`config.mk`:
```
export PLATFORM = sky130hd
export DESIGN_NAME = stream_demux12
export DESIGN_NICKNAME = d
export VERILOG_FILES = /design/src/rtl/stream_demux_pkg.sv /design/src/rtl/stream_demux_slot.sv /design/src/rtl/stream_demux12.sv
export SDC_FILE = /design/constraint.sdc
export NUM_CORES = 1
export LEC_CHECK = 0
export BUFFER_PORTS_ARGS = -buffer_cell sky130_fd_sc_hd__buf_2
export CAP_MARGIN = 20
export CORE_MARGIN = 1
export CORE_UTILIZATION = 35
export DETAILED_ROUTE_END_ITERATION = 6
export GPL_TIMING_DRIVEN = 0
export SETUP_SLACK_MARGIN = 0.5
export SLEW_MARGIN = 15
export SYNTH_ARGS = -nofsm -noshare
export SYNTH_HDL_FRONTEND = slang
export SYNTH_SLANG_ARGS = --single-unit
```
`constraint.sdc`:
```
create_clock -name CK -period 3.3 [get_ports CK]
set_clock_uncertainty 0.1 [all_clocks]
set_input_delay 0.495 -clock CK [delete_from_list [all_inputs] [get_ports CK]]
set_output_delay 0.495 -clock CK [all_outputs]
set_load 0.005 [all_outputs]
```
`src/rtl/stream_demux_pkg.sv`:
```
// Shared types for the 1-to-2 packet stream demultiplexer.
// Holds the routing FSM encoding and a select-validity helper.
package stream_demux_pkg;

  typedef enum logic [1:0] {
    IDLE   = 2'b00,
    ROUTE0 = 2'b01,
    ROUTE1 = 2'b10,
    DROP   = 2'b11
  } state_t;

  // Case equality so an X/Z select is recognised as malformed in 4-state sims.
  function automatic logic sel_known(input logic s);
    return (s === 1'b0) || (s === 1'b1);
  endfunction

endpackage

```
`src/rtl/stream_demux_slot.sv`:
```
// One-entry registered output slot for a single demux branch.
// Loads a beat on load, drains on valid && ready; accept tells the router it can take a beat.
module stream_demux_slot #(
  parameter int W = 8
) (
  input  logic         clk,
  input  logic         rst,
  input  logic         load,
  input  logic [W-1:0] din,
  input  logic         din_last,
  input  logic         ready,
  output logic         valid,
  output logic [W-1:0] dout,
  output logic         last,
  output logic         accept
);

  assign accept = !valid || ready;

  // A load wins over a drain at the same edge so back-to-back beats keep valid high.
  always_ff @(posedge clk) begin
    if (rst) begin
      valid <= 1'b0;
      dout  <= '0;
      last  <= 1'b0;
    end else if (load) begin
      valid <= 1'b1;
      dout  <= din;
      last  <= din_last;
    end else if (valid && ready) begin
      valid <= 1'b0;
    end
  end

endmodule

```
`src/rtl/stream_demux12.sv`:
```
// 1-to-2 packet stream demultiplexer: whole packets steered by SD on their first beat.
// Per-branch delivered-packet counters and an error pulse for packets with a malformed select.
module stream_demux12
  import stream_demux_pkg::*;
#(
  parameter int W  = 8,
  parameter int CW = 16
) (
  input  logic          CK,
  input  logic          CD,
  input  logic [W-1:0]  D,
  input  logic          DV,
  input  logic          DL,
  output logic          DR,
  input  logic          SD,
  output logic [W-1:0]  Z0,
  output logic [W-1:0]  Z1,
  output logic          Z0V,
  output logic          Z1V,
  output logic          Z0L,
  output logic          Z1L,
  input  logic          Z0R,
  input  logic          Z1R,
  output logic [CW-1:0] PKT0,
  output logic [CW-1:0] PKT1,
  output logic          ERR
);

  state_t state, state_next;
  logic   sel_bad;
  logic   acc0, acc1;
  logic   load0, load1;
  logic   err_next;

  assign sel_bad = !sel_known(SD);

  always_ff @(posedge CK) begin
    if (CD) begin
      state <= IDLE;
    end else begin
      state <= state_next;
    end
  end

  // DR never looks at DV or D, so no combinational path runs from the data side.
  always_comb begin
    state_next = state;
    DR         = 1'b0;
    load0      = 1'b0;
    load1      = 1'b0;
    err_next   = 1'b0;
    case (state)
      IDLE: begin
        if (sel_bad) begin
          DR = 1'b1;
          if (DV) begin
            err_next = 1'b1;
            if (!DL) state_next = DROP;
          end
        end else if (SD) begin
          DR = acc1;
          if (DV && acc1) begin
            load1 = 1'b1;
            if (!DL) state_next = ROUTE1;
          end
        end else begin
          DR = acc0;
          if (DV && acc0) begin
            load0 = 1'b1;
            if (!DL) state_next = ROUTE0;
          end
        end
      end
      ROUTE0: begin
        DR = acc0;
        if (DV && acc0) begin
          load0 = 1'b1;
          if (DL) state_next = IDLE;
        end
      end
      ROUTE1: begin
        DR = acc1;
        if (DV && acc1) begin
          load1 = 1'b1;
          if (DL) state_next = IDLE;
        end
      end
      DROP: begin
        DR = 1'b1;
        if (DV && DL) state_next = IDLE;
      end
      default: state_next = IDLE;
    endcase
  end

  stream_demux_slot #(.W(W)) u_slot0 (
    .clk      (CK),
    .rst      (CD),
    .load     (load0),
    .din      (D),
    .din_last (DL),
    .ready    (Z0R),
    .valid    (Z0V),
    .dout     (Z0),
    .last     (Z0L),
    .accept   (acc0)
  );

  stream_demux_slot #(.W(W)) u_slot1 (
    .clk      (CK),
    .rst      (CD),
    .load     (load1),
    .din      (D),
    .din_last (DL),
    .ready    (Z1R),
    .valid    (Z1V),
    .dout     (Z1),
    .last     (Z1L),
    .accept   (acc1)
  );

  // A packet counts as delivered when its last beat leaves the slot, not when it enters.
  always_ff @(posedge CK) begin
    if (CD) begin
      PKT0 <= '0;
      PKT1 <= '0;
      ERR  <= 1'b0;
    end else begin
      ERR <= err_next;
      if (Z0V && Z0R && Z0L) PKT0 <= PKT0 + CW'(1);
      if (Z1V && Z1R && Z1L) PKT1 <= PKT1 + CW'(1);
    end
  end

endmodule

```
==> out/results.ini <==
[worst_setup_path]
r2r-start=state[0]
critPathSlowestCell=dfxtp_1
crit_end=DR
cp_top_family=compound AO/OA/AOI/OAI gates
path_buf_inv=2
crit_fanout=6
cp-startpoint=state[1]
cp-start-kind=register
worstPathArrival_ns=1.78
cp_num_cells=7
critical_path_class=reg -> out
cp.required_ns=2.70
rr_endpoint=u_slot1.dout[1]
cp_slowest_stage_delay_ns=0.35
end_kind=output port
crit_top_cell=o21ai_0
r2r_slack_ns=1.06
r2r_cells=7
path_cells=inv_1, ha_1, nor2b_1, o21ai_0, o21ai_0, a2bb2oi_1, buf_2

[timing]
timing.final.crit_share_pct=71.91
whs_ns=0.3421
clock.fmax_mhz=421.4
report.final.setup_viol=0
maxSlewViolCount=0
slew_headroom_pct=49.72
finalCriticalPeriod_ns=2.373
fin_tns_setup_ns=0
hold_viol=0
rsz0062_at_grt=false
worstMarginPinSlew_ns=0.7543

[logic_synthesis]
ys_ff_latch=54
synthFlopType=dfxtp_1
synth_top_area_share_pct=44.91
synth_cell_type_count=38
avgSynthCellArea_um2=9.223
syn-cell-area_mm2=0.002407
syn_nets=282
synth-seq-area-share_pct=44.91
synth_top_area_cell=dfxtp_1
yosysWarnings=0
synth_edf_count=0
ys_async_sr_fraction_pct=0
synthTopCellsByArea=dfxtp_1 (45%), mux2i_1 (9.1%), nor2_1 (5.9%), xor2_1 (3.6%), ha_1 (3.1%)
syn_inst=261

[clock_network]
root_buffer=clkbuf_8
clock_latency_ns=0.30
ctsHoldBuffers=0
cts_tree=yes
cts_inserted_buffers=5
post-cts-setup-buffers=0
htreeDepth=2
clockBufferDepth=2
clock_sinks=54
clk_pin_slew_worst_paths_ns=0.09
cts_resized=0

[detailed_routing]
wl_per_cell_um=12.45
vias=2086
ant_nets=0
drt_iter0_drc=66
drt-pass1-iter-count=6
drc=2
avgViaCountPerCell=5.063
wl_mm=5.131

[layout]
area_growth_pct=21.10
fillers=646
drive_gt1_share_pct=23.88
fin_area_mm2=0.002915
antenna_cells=0
finalNonFillerCells=412
nNetsFinal=356

[job]
maxCapViolCount=0

[run_status]
violations=design-rule violations
run_status=finished with violations

[floorplanning]
die_h_um=84.94
initial_core_util_pct=37.06
io_pins=69
dieArea_mm2=0.007214
std_cell_rows=29
core_area_mm2=0.006495
fp.dieW_um=84.94

[global_route]
grt_max_degree=15
antenna_found_initial=0
gr-total-overflow=0
grt_usage_pct=15.10
first_global_vias=1952
grt_pass1_wl_mm=8.832

[power]
p_total_mw=1.195
leakage_nw=1.333
peakVddDrop_v=0.0002508
power.density_mw_per_mm2=409.9

[placement]
placed_area_mm2=0.002839
hpwl_mm=3.824
place_congestion=0.7885
post-place-cells=405
portBuffers=67

[hold_path]
hp-class=in -> reg

## cell type report
type	instances	area [um^2]	share of cell area, %
Tap cell	77	96.34	3.305
Inverter	5	18.77	0.6438
Buffer	13	62.56	2.146
Timing Repair Buffer	67	335.3	11.50
Clock buffer	7	76.32	2.618
Sequential cell	54	1081	37.08
Multi-Input combinational cell	189	1245	42.70
## kinds of logic (layout without fill, tap and decap cells)
family | Yosys count | count (layout) | synth area share [%]
AO/OA/AOI/OAI | 33 | 33 | 8.368
XOR/XNOR | 18 | 18 | 6.549
adder cells (fa/ha/maj) | 6 | 6 | 3.118
buffers and inverters | 18 | 92 | 3.378
flip-flops | 54 | 54 | 44.91
multiplexers | 22 | 22 | 9.148
other | 1 | 1 | 0.1558
AND/OR/NAND/NOR | 109 | 109 | 24.38
## worst reg2reg max path, delay by kind of cell, from the launching register on
| kind | cells | cell delay, ns |
|---|---|---|
| adders and majority gates | 1 | 0.26 |
| buffers and inverters | 2 | 0.66 |
| and+or+nand+nor | 2 | 0.19 |
| DFF | 1 | 0.39 |
| AOI/OAI and AO/OA | 1 | 0.25 |
| muxes | 1 | 0.27 |
## stage by stage
step / util (%) / worst slack, ns
finish: 44.89 / 0.9269
global route: 44.89 / 0.7562
CTS: 44.89 / 0.8901
detailed placement: 43.71 / 1.052
global placement: 43.71 / 1.095
floorplan: - / 1.365
## flip-flops by register name (all words and copies together), names as in the netlist
signal / flops
PKT0: 16
PKT1: 16
state: 2
u_slot0.dout: 8
u_slot0.last: 1
u_slot0.valid: 1
u_slot1.dout: 8
u_slot1.last: 1
u_slot1.valid: 1
## routing by layer
metal	GRT usage, %	vias to the layer above	routed length (um)
li1	-	1072	-
met1	18.80	950	2452
met2	24.54	62	2290
met3	5.739	2	358
met4	4.160	0	29
met5	0	-	0
## how the worst min path moves through the flow
stage | start | endpoint | cells past startpoint
5_1_grt | D[2] | u_slot0.dout[2] | 3
3_3_place_gp | PKT0[15] | PKT0[15] | 2
2_1_floorplan | PKT0[15] | PKT0[15] | 2
4_1_cts | D[4] | u_slot0.dout[4] | 3
6_report | D[7] | u_slot1.dout[7] | 3
3_5_place_dp | PKT0[15] | PKT0[15] | 2
## cell usage after synthesis, types with 6 or more instances
cell type,n
nand2_1,11
nand4_1,8
clkbuf_1,8
xnor2_1,8
ha_1,6
dfxtp_1,54
or4_1,10
nand2b_1,6
o21ai_0,8
xor2_1,10
mux2i_1,22
nor2_1,38
a21oi_1,13
o31ai_1,7
nand3_1,8
## where the power goes
part | leakage, nW | switching [mW] | internal [mW]
Clock | 0.0383 | 0.197 | 0.147
Combinational | 0.857 | 0.0832 | 0.0769
Sequential | 0.437 | 0.0167 | 0.675
Total | 1.33 | 0.296 | 0.899
## placed cells by master (no fill, tap or decap)
| cell | n |
|---|---|
| xnor2_1 | 8 |
| nand3_2 | 1 |
| nand2b_1 | 6 |
| nand3b_1 | 2 |
| buf_2 | 69 |
| nand3_4 | 1 |
| xor2_1 | 10 |
| buf_1 | 1 |
| inv_1 | 5 |
| dfxtp_1 | 54 |
| o2111a_1 | 1 |
| nor3_1 | 4 |
| and4_1 | 4 |
| ha_1 | 6 |
| mux2i_1 | 22 |
| o211ai_1 | 1 |
| o21bai_1 | 1 |
| clkbuf_1 | 10 |
| and3_1 | 5 |
| clkbuf_8 | 5 |
| or2_2 | 1 |
| nor2_1 | 38 |
| or3_1 | 2 |
| nand2_1 | 11 |
| a21oi_1 | 13 |
| nand4_1 | 8 |
| or3_2 | 1 |
| nand3_1 | 8 |
| a2bb2oi_1 | 1 |
| or2_1 | 1 |
| or4_1 | 10 |
| nor2b_1 | 5 |
| buf_4 | 1 |
| o32ai_1 | 1 |
| o31ai_1 | 7 |
| conb_1 | 1 |
| nor3b_1 | 1 |
| buf_6 | 1 |
| o21ai_0 | 8 |
No activity file was read; power rests on OpenSTA's default activity.
